==> config.mk <==
export PLATFORM = sky130hd
export DESIGN_NAME = fetch_unit_flat
export DESIGN_NICKNAME = d
export VERILOG_FILES = /design/src/rtl/riscv_pkg.sv /design/src/rtl/fetch_unit_if.sv /design/src/rtl/fetch_unit_if_id_reg.sv /design/src/rtl/fetch_unit.sv /design/src/flat_wrapper.sv
export SDC_FILE = /design/constraint.sdc
export NUM_CORES = 1
export LEC_CHECK = 0
export ABC_CLOCK_PERIOD_IN_PS = 4600
export CAP_MARGIN = 15
export CELL_PAD_IN_SITES_DETAIL_PLACEMENT = 1
export CELL_PAD_IN_SITES_GLOBAL_PLACEMENT = 1
export CORE_MARGIN = 2
export CORE_UTILIZATION = 33
export CTS_BUF_LIST = sky130_fd_sc_hd__clkbuf_16
export DETAILED_ROUTE_END_ITERATION = 7
export PLACE_DENSITY = 0.95
export SLEW_MARGIN = 20
export SYNTH_ARGS = -nofsm -noshare
export SYNTH_HDL_FRONTEND = slang
export SYNTH_SLANG_ARGS = --single-unit
==> constraint.sdc <==
create_clock -name clk -period 4.6 [get_ports clk]
set_clock_uncertainty 0.2 [all_clocks]
set_input_delay 0.92 -clock clk [delete_from_list [all_inputs] [get_ports clk]]
set_output_delay 0.92 -clock clk [all_outputs]
set_load 0.02 [all_outputs]
==> src/rtl/riscv_pkg.sv <==
`default_nettype none
// ============================================================================
// Module   : riscv_pkg
// Purpose  : Shared RV64 core constants, opcode values and fetch FSM states.
// Revision : 1.0 - initial release
// ============================================================================
package riscv_pkg;

  localparam int XLEN    = 64;
  localparam int INSTR_W = 32;

  localparam logic [6:0] OP_RTYPE  = 7'b0110011;
  localparam logic [6:0] OP_LOAD   = 7'b0000011;
  localparam logic [6:0] OP_STORE  = 7'b0100011;
  localparam logic [6:0] OP_BRANCH = 7'b1100011;

  // ISSUE must encode as zero so the reset state is the all-zero vector.
  typedef enum logic [1:0] {
    ST_ISSUE = 2'd0,
    ST_WAIT  = 2'd1,
    ST_DRAIN = 2'd2
  } fetch_state_t;

endpackage
`default_nettype wire

==> src/rtl/fetch_unit_if.sv <==
`default_nettype none
// ============================================================================
// Module   : fetch_unit_if
// Purpose  : Instruction-memory, redirect and decode-side signals of the
//            fetch stage. master = fetch unit, slave = its environment.
// Revision : 1.0 - initial release
// ============================================================================
interface fetch_unit_if;
  import riscv_pkg::*;

  logic                imem_req;
  logic [XLEN-1:0]     imem_addr;
  logic                imem_valid;
  logic [INSTR_W-1:0]  imem_rdata;
  logic                branch_taken;
  logic [XLEN-1:0]     branch_target;
  logic                id_ready;
  logic                if_valid;
  logic [INSTR_W-1:0]  if_instr;
  logic [XLEN-1:0]     if_pc;
  logic [6:0]          if_opcode;

  modport master (
    output imem_req, imem_addr, if_valid, if_instr, if_pc, if_opcode,
    input  imem_valid, imem_rdata, branch_taken, branch_target, id_ready
  );

  modport slave (
    input  imem_req, imem_addr, if_valid, if_instr, if_pc, if_opcode,
    output imem_valid, imem_rdata, branch_taken, branch_target, id_ready
  );

endinterface
`default_nettype wire

==> src/rtl/fetch_unit_if_id_reg.sv <==
`default_nettype none
// ============================================================================
// Module   : if_id_reg
// Purpose  : Valid/ready output register between fetch and decode. Load fills
//            it, hold keeps it while decode stalls, squash empties it.
// Revision : 1.0 - initial release
// ============================================================================
module if_id_reg
  import riscv_pkg::*;
(
  input  wire logic                clk,
  input  wire logic                rst,
  input  wire logic                i_load,
  input  wire logic                i_hold,
  input  wire logic                i_squash,
  input  wire logic [INSTR_W-1:0]  i_instr,
  input  wire logic [XLEN-1:0]     i_pc,
  output logic                     o_valid,
  output logic [INSTR_W-1:0]       o_instr,
  output logic [XLEN-1:0]          o_pc
);

  logic                r_valid;
  logic [INSTR_W-1:0]  r_instr;
  logic [XLEN-1:0]     r_pc;

  // Squash beats load; without load, an un-held entry is consumed and clears.
  always_ff @(posedge clk) begin
    if (rst) begin
      r_valid <= 1'b0;
      r_instr <= '0;
      r_pc    <= '0;
    end else begin
      if (i_squash)
        r_valid <= 1'b0;
      else if (i_load)
        r_valid <= 1'b1;
      else if (!i_hold)
        r_valid <= 1'b0;

      if (i_load && !i_squash) begin
        r_instr <= i_instr;
        r_pc    <= i_pc;
      end
    end
  end

  assign o_valid = r_valid;
  assign o_instr = r_instr;
  assign o_pc    = r_pc;

endmodule
`default_nettype wire

==> src/rtl/fetch_unit.sv <==
`default_nettype none
// ============================================================================
// Module   : fetch_unit
// Purpose  : RV64 instruction fetch: PC, one-outstanding imem request,
//            branch redirect/squash and the decode-facing output register.
// Revision : 1.0 - initial release
// ============================================================================
module fetch_unit
  import riscv_pkg::*;
#(
  parameter logic [XLEN-1:0] RESET_PC = '0
)
(
  input  wire logic    clk,
  input  wire logic    rst,
  fetch_unit_if.master bus
);

  localparam logic [XLEN-1:0] C_PC_STEP   = XLEN'(4);
  localparam logic [XLEN-1:0] C_WORD_MASK = ~XLEN'(3);

  fetch_state_t     r_state;
  fetch_state_t     w_state_next;
  logic [XLEN-1:0]  r_pc;
  logic [XLEN-1:0]  w_pc_next;
  logic [XLEN-1:0]  w_target;
  logic             w_req;
  logic             w_load;

  // State and PC registers.
  always_ff @(posedge clk) begin
    if (rst) begin
      r_state <= ST_ISSUE;
      r_pc    <= RESET_PC;
    end else begin
      r_state <= w_state_next;
      r_pc    <= w_pc_next;
    end
  end

  // Next-state, request and PC update; a branch overrides capture and issue.
  always_comb begin
    w_state_next = r_state;
    w_pc_next    = r_pc;
    w_load       = 1'b0;
    w_target     = bus.branch_target & C_WORD_MASK;
    // Issue only when the output register is empty or being drained now.
    w_req        = (r_state == ST_ISSUE) && !rst && !bus.branch_taken &&
                   (!bus.if_valid || bus.id_ready);

    case (r_state)
      ST_ISSUE: begin
        if (w_req)
          w_state_next = ST_WAIT;
      end
      ST_WAIT: begin
        if (bus.branch_taken) begin
          // A response in the branch cycle is simply dropped.
          w_state_next = bus.imem_valid ? ST_ISSUE : ST_DRAIN;
        end else if (bus.imem_valid) begin
          w_load       = 1'b1;
          w_pc_next    = r_pc + C_PC_STEP;
          w_state_next = ST_ISSUE;
        end
      end
      ST_DRAIN: begin
        if (bus.imem_valid)
          w_state_next = ST_ISSUE;
      end
      default: w_state_next = ST_ISSUE;
    endcase

    if (bus.branch_taken)
      w_pc_next = w_target;
  end

  if_id_reg u_if_id_reg (
    .clk      (clk),
    .rst      (rst),
    .i_load   (w_load),
    .i_hold   (!bus.id_ready),
    .i_squash (bus.branch_taken),
    .i_instr  (bus.imem_rdata),
    .i_pc     (r_pc),
    .o_valid  (bus.if_valid),
    .o_instr  (bus.if_instr),
    .o_pc     (bus.if_pc)
  );

  assign bus.imem_req  = w_req;
  assign bus.imem_addr = r_pc;
  assign bus.if_opcode = bus.if_instr[6:0];

endmodule
`default_nettype wire

==> src/flat_wrapper.sv <==
// flat-port wrapper written by rule: the top's interface ports become plain ports
module fetch_unit_flat import riscv_pkg::*;
#(
  parameter logic [XLEN-1:0] RESET_PC = '0
)
  (clk, rst, bus_imem_req, bus_imem_addr, bus_if_valid, bus_if_instr, bus_if_pc, bus_if_opcode, bus_imem_valid, bus_imem_rdata, bus_branch_taken, bus_branch_target, bus_id_ready);
  fetch_unit_if bus_i ();
  input  wire logic clk;
  input  wire logic rst;
  output wire logic [$bits(bus_i.imem_req)-1:0] bus_imem_req;
  output wire logic [$bits(bus_i.imem_addr)-1:0] bus_imem_addr;
  output wire logic [$bits(bus_i.if_valid)-1:0] bus_if_valid;
  output wire logic [$bits(bus_i.if_instr)-1:0] bus_if_instr;
  output wire logic [$bits(bus_i.if_pc)-1:0] bus_if_pc;
  output wire logic [$bits(bus_i.if_opcode)-1:0] bus_if_opcode;
  input wire logic [$bits(bus_i.imem_valid)-1:0] bus_imem_valid;
  input wire logic [$bits(bus_i.imem_rdata)-1:0] bus_imem_rdata;
  input wire logic [$bits(bus_i.branch_taken)-1:0] bus_branch_taken;
  input wire logic [$bits(bus_i.branch_target)-1:0] bus_branch_target;
  input wire logic [$bits(bus_i.id_ready)-1:0] bus_id_ready;
  assign bus_imem_req = bus_i.imem_req;
  assign bus_imem_addr = bus_i.imem_addr;
  assign bus_if_valid = bus_i.if_valid;
  assign bus_if_instr = bus_i.if_instr;
  assign bus_if_pc = bus_i.if_pc;
  assign bus_if_opcode = bus_i.if_opcode;
  assign bus_i.imem_valid = bus_imem_valid;
  assign bus_i.imem_rdata = bus_imem_rdata;
  assign bus_i.branch_taken = bus_branch_taken;
  assign bus_i.branch_target = bus_branch_target;
  assign bus_i.id_ready = bus_id_ready;
  fetch_unit #(.RESET_PC(RESET_PC)) u_core (.clk(clk), .rst(rst), .bus(bus_i));
endmodule
==> impl_metrics.json, run 1 <==
{
  "status": "finished clean",
  "rows": 53,
  "synth_cells": 898,
  "gp_congestion": 0.859,
  "vias": 7692,
  "synth_flop_cell": "dfxtp_1",
  "worst_setup_path_start_kind": "primary input",
  "dp_hpwl_um": 19500,
  "critPathMaxFanout": 11,
  "finalSetupTns_ns": 0,
  "leakage_nw": 3.37,
  "overflow": 0,
  "cellPowerDensity_mw_per_mm2": 320,
  "drc_errors": 0,
  "ys_ff_latch": 159,
  "numCtsBuffers": 17,
  "grt_max_degree": 95,
  "drv_cap": 0,
  "firstDrtPassIters": 5,
  "synth.top_cell.area_share_pct": 45.5,
  "hold_buffers": 0,
  "syn_area_per_cell_sq_um": 7.79,
  "syn_to_final_growth_pct": 48.2,
  "start_util_pct": 33.5,
  "synth_most_common_cell": "nand2_1",
  "viasPerCell": 5.43,
  "core_area_sq_mm": 0.0209,
  "finalCritPeriodShare_pct": 79.7,
  "max-clock-path-buffers": 2,
  "rsz0062_at_grt": "false",
  "antenna_found_initial": 3,
  "ir_drop_mv": 0.262,
  "cp-end-kind": "flop",
  "final_nets": 1229,
  "worstSetupPathType": "in2reg",
  "hold_class": "reg2reg",
  "die_x_um": 150,
  "final_hold_viol_count": 0,
  "ant_nets": 0,
  "worstMarginPinSlew_ns": 1.05,
  "wire_per_inst_um": 19.6,
  "drive_gt1_share_pct": 4.39,
  "initialDrtViolationCount": 457,
  "clock_latency_ns": 0.43,
  "ys_top_cells_by_count": "231 x nand2_1, 159 x dfxtp_1, 100 x a21oi_1",
  "grt_pass1_vias": 7818,
  "cts_tree": "built",
  "syn-cell-area_sq_mm": 0.00700,
  "slew_headroom_pct": 30.0,
  "die_y_um": 150,
  "dp.cells": 1383,
  "clk_pin_slew_ns": 0.06,
  "wl_um": 27800,
  "period_minus_slack_ns": 3.67,
  "setup_viol": 0,
  "yosys_warnings": 0,
  "synthDistinctLibCells": 45,
  "yosys.area.top_type": "dfxtp_1",
  "clkSinkCount": 159,
  "ioPinCount": 270,
  "yosys-top-cells-area": "dfxtp_1 45%, nand2_1 12%, a21oi_1 7.2%, nor2_1 3.6%, a211oi_1 2.9%",
  "fmax_mhz": 273,
  "cts_root_buf": "clkbuf_16",
  "yosysSeqAreaShare_pct": 45.5,
  "die_area_sq_mm": 0.0224,
  "globalRouteTotalUtil_pct": 24.5,
  "ctsResizeCount": 0,
  "io_buffers": 263,
  "grt_pass1_wl_um": 42900,
  "cp.required_ns": 4.72,
  "cp.arrival_ns": 3.79,
  "post_cts_buffers": 0,
  "async_reset_ff_share_pct": 0,
  "report.final.slew_viol_count": 0,
  "cts_max_level": 4,
  "synth_edf_count": 0,
  "fin_cells": 1417
}
## final timing paths
path	slack, ns	end	cells after the start	from
hold / removal	0.25	u_core.u_if_id_reg.o_pc[51]	2	u_core.u_if_id_reg.o_pc[51]
hold reg to reg	0.25	u_core.u_if_id_reg.o_pc[51]	2	u_core.u_if_id_reg.o_pc[51]
setup reg to reg	1.48	u_core.bus.imem_addr[58]	5	u_core.bus.imem_addr[13]
setup / recovery	0.93	u_core.bus.imem_addr[58]	8	bus_imem_valid
## kinds of logic after synthesis
kind of cell,synth area share (%)
AND/OR/NAND/NOR,28.6
buffers and inverters,4.81
AO/OA/AOI/OAI,15.8
multiplexers,0.876
other,0.0536
flip-flops,45.5
XOR/XNOR,4.13
adder cells (fa/ha/maj),0.179
## area by class of cell
cell class,instances,area [sq um]
inverter,9,35.0
sequential,159,3180
tap,275,344
antenna,3,7.51
timing repair buffer,276,2730
clock buffer,17,425
multi-input combinational,664,3500
clock inverter,14,143
fill,2523,10500
## stage by stage
step	setup WS, ns	utilization (%)	total power [mW]	hold slack [ns]	instance area (sq um)
finish	0.935	49.6	3.32	0.255	10400
global route	0.833	49.6	3.44	0.281	10400
CTS	0.937	49.6	3.36	0.256	10400
detailed placement	0.548	46.9	1.95	0.246	9790
global placement	0.634	46.9	1.93	0.241	9790
floorplan	1.59	-	1.70	0.308	7010
## registers in the layout (all words and copies together), names as in the netlist
| signal | count |
|---|---|
| u_core.bus.imem_addr | 62 |
| u_core.u_if_id_reg.o_pc | 62 |
| u_core.u_if_id_reg.o_instr | 32 |
| u_core.r_state | 2 |
| u_core.u_if_id_reg.o_valid | 1 |
## cell usage in the layout, fill, tap and decap left out, drive strengths merged, types with 13 or more instances in the layout
master / Yosys / routed
clkdlybuf4s50: 0 / 262
nand2: 231 / 231
dfxtp: 159 / 159
a21oi: 100 / 100
nor2: 68 / 68
nand4: 32 / 32
a211oi: 27 / 27
nand3: 25 / 25
xor2: 23 / 23
a311oi: 19 / 19
clkbuf: 49 / 17
or4: 17 / 17
nor3: 15 / 15
nor4: 15 / 15
or3: 14 / 14
buf: 20 / 14
o21ai: 13 / 13
inv: 8 / 13
## critical path: stages
cell,delay (ns)
clkdlybuf4s50_1,0.53
nand3b_1,0.25
buf_4,0.28
nor3_1,0.19
buf_4,0.19
nand4_1,0.47
or4_1,0.65
a311oi_1,0.29
## metal layers
metal	GRT usage, %	share of wire (%)
met3	5.67	5.9
met2	41.5	49
met1	29.2	41
met4	11.6	3.8
met5	0	0
## report_power, final
| group | total [mW] | internal, mW | switching, mW |
|---|---|---|---|
| Clock | 1.40 | 0.796 | 0.603 |
| Combinational | 0.412 | 0.205 | 0.207 |
| Sequential | 1.51 | 1.43 | 0.0833 |
| Total | 3.32 | 2.43 | 0.893 |
Note: power is estimated with default switching activity, not from simulation.
==> run 2, diff against run 1 <==
ABC_CLOCK_PERIOD_IN_PS = 3100   (was 4600)
CORE_UTILIZATION = 28   (was 33)
PLACE_DENSITY = 0.88   (was 0.95)
clock period = 3.1 ns   (was 4.6 ns; I/O delays follow)
==> impl_metrics.json, run 2 (synthesis gave the netlist of run 1 again) <==
{
  "leakage_nw": 3.65,
  "setup_viol": 0,
  "r2r_cells": 5,
  "overflow": 0,
  "cp.depth": 6,
  "ioPinCount": 270,
  "die_area_sq_mm": 0.0263,
  "worstMarginPinSlew_ns": 0.770,
  "ant_nets": 0,
  "globalRouteTotalUtil_pct": 21.3,
  "wl_um": 28600,
  "numCtsBuffers": 17,
  "die_x_um": 162,
  "firstDrtPassIters": 4,
  "drc_errors": 0,
  "grt_max_degree": 157,
  "dp_hpwl_um": 20700,
  "start_util_pct": 28.7,
  "r2r_start": "u_core.bus.imem_addr[19]",
  "viasPerCell": 5.20,
  "vias": 7876,
  "slew_headroom_pct": 48.7,
  "hold_start": "u_core.u_if_id_reg.o_pc[20]",
  "antenna_found_initial": 4,
  "slowest_stage": "or4_4",
  "io_buffers": 263,
  "gp_congestion": 0.852,
  "cts_tree": "built",
  "worstSetupPathType": "in2reg",
  "drive_gt1_share_pct": 8.48,
  "cp_top_family": "simple AND/OR/NAND/NOR gates",
  "period_minus_slack_ns": 2.86,
  "worst_setup_path_start_kind": "primary input",
  "hold_buffers": 0,
  "final_nets": 1280,
  "report.final.slew_viol_count": 0,
  "ir_drop_mv": 0.286,
  "finalCritPeriodShare_pct": 92.3,
  "syn_to_final_growth_pct": 54.9,
  "dpl_cell_area_sq_mm": 0.0103,
  "final_common_cell": "clkdlybuf4s50_1",
  "cellPowerDensity_mw_per_mm2": 452,
  "core_area_sq_mm": 0.0244,
  "slowest_delay_ns": 0.56,
  "grt_pass1_wl_um": 44400,
  "status": "finished clean",
  "final_core_utilization_pct": 44.4,
  "cts_root_buf": "clkbuf_16",
  "cts_max_level": 4,
  "rows": 57,
  "wire_per_inst_um": 18.9,
  "cp-end-kind": "flop",
  "hold_class": "reg2reg",
  "critPathMaxFanout": 2,
  "clkSinkCount": 159,
  "initialDrtViolationCount": 507,
  "crit_start": "bus_imem_valid",
  "crit_path_cell_trace": "clkdlybuf4s50_1, nand3b_1, or4_4, or3_1, or4_1, a311oi_1",
  "final_cell_mix": "261 x clkdlybuf4s50_1, 230 x nand2_1, 159 x dfxtp_1",
  "cp.required_ns": 3.24,
  "drv_cap": 0,
  "final_hold_viol_count": 0,
  "fmax_mhz": 349,
  "dp.cells": 1483,
  "grt_pass1_vias": 8064,
  "rsz0062_at_grt": "false",
  "critPathBufInv": 1,
  "clk_pin_slew_ns": 0.07,
  "design_area_sq_mm": 0.0108,
  "max-clock-path-buffers": 2,
  "hold_path_depth": 2,
  "fin_cells": 1516,
  "cp.arrival_ns": 3.00,
  "clock_latency_ns": 0.43,
  "die_y_um": 162
}
## run 2: power by group
part           internal (mW)  leakage, nW  switching [mW]  total (mW)
registers               2.12         1.30          0.0889        2.20
logic                  0.336         2.08           0.351       0.687
clock network           1.10        0.268           0.913        2.01
## run 2: timing repair
| item | 4_1_cts | 5_1_grt |
|---|---|---|
| resized for setup | 0 | 1 |
| buffers inserted | 0 | 0 |
| endpoints found under the setup margin | 0 | 1 |
## run 2: final cells by class
class	count	area [sq um]
antenna	1	2.50
clock buffer	17	425
clock inverter	15	119
fill	2926	13600
inverter	9	35.0
multi-input combinational	664	3500
sequential	159	3180
tap	324	405
timing repair buffer	327	3160
## run 2: worst register-to-register path: cells and delay by family, from the launching register on
family | cells | cell delay [ns]
and+or+nand+nor | 4 | 1.84
DFF | 1 | 0.35
AOI/OAI and AO/OA | 1 | 0.28
## run 2: path summary, 6_finish.rpt
path / end / slack, ns
setup / recovery: u_core.bus.imem_addr[51] / 0.24
hold / removal: u_core.u_if_id_reg.o_pc[20] / 0.25
setup reg to reg: u_core.bus.imem_addr[51] / 0.34
hold reg to reg: u_core.u_if_id_reg.o_pc[20] / 0.25
## run 2: per-stage QoR
step | setup WS (ns) | TNS [ns] | hold WS (ns) | power, mW
5_1_grt | 0.0744 | 0 | 0.274 | 5.07
4_1_cts | 0.0237 | 0 | 0.255 | 4.95
3_3_place_gp | -0.180 | -0.487 | 0.241 | 2.91
6_report | 0.237 | 0 | 0.253 | 4.90
2_1_floorplan | 0.391 | 0 | 0.308 | 2.52
3_5_place_dp | -0.241 | -1.76 | 0.246 | 2.93
## run 2: routing by layer
layer / share of wire [%] / global-route usage [%]
met2: 50 / 37.1
met4: 2.7 / 7.48
met5: 0.14 / 0
met3: 6.6 / 5.52
met1: 41 / 25.5
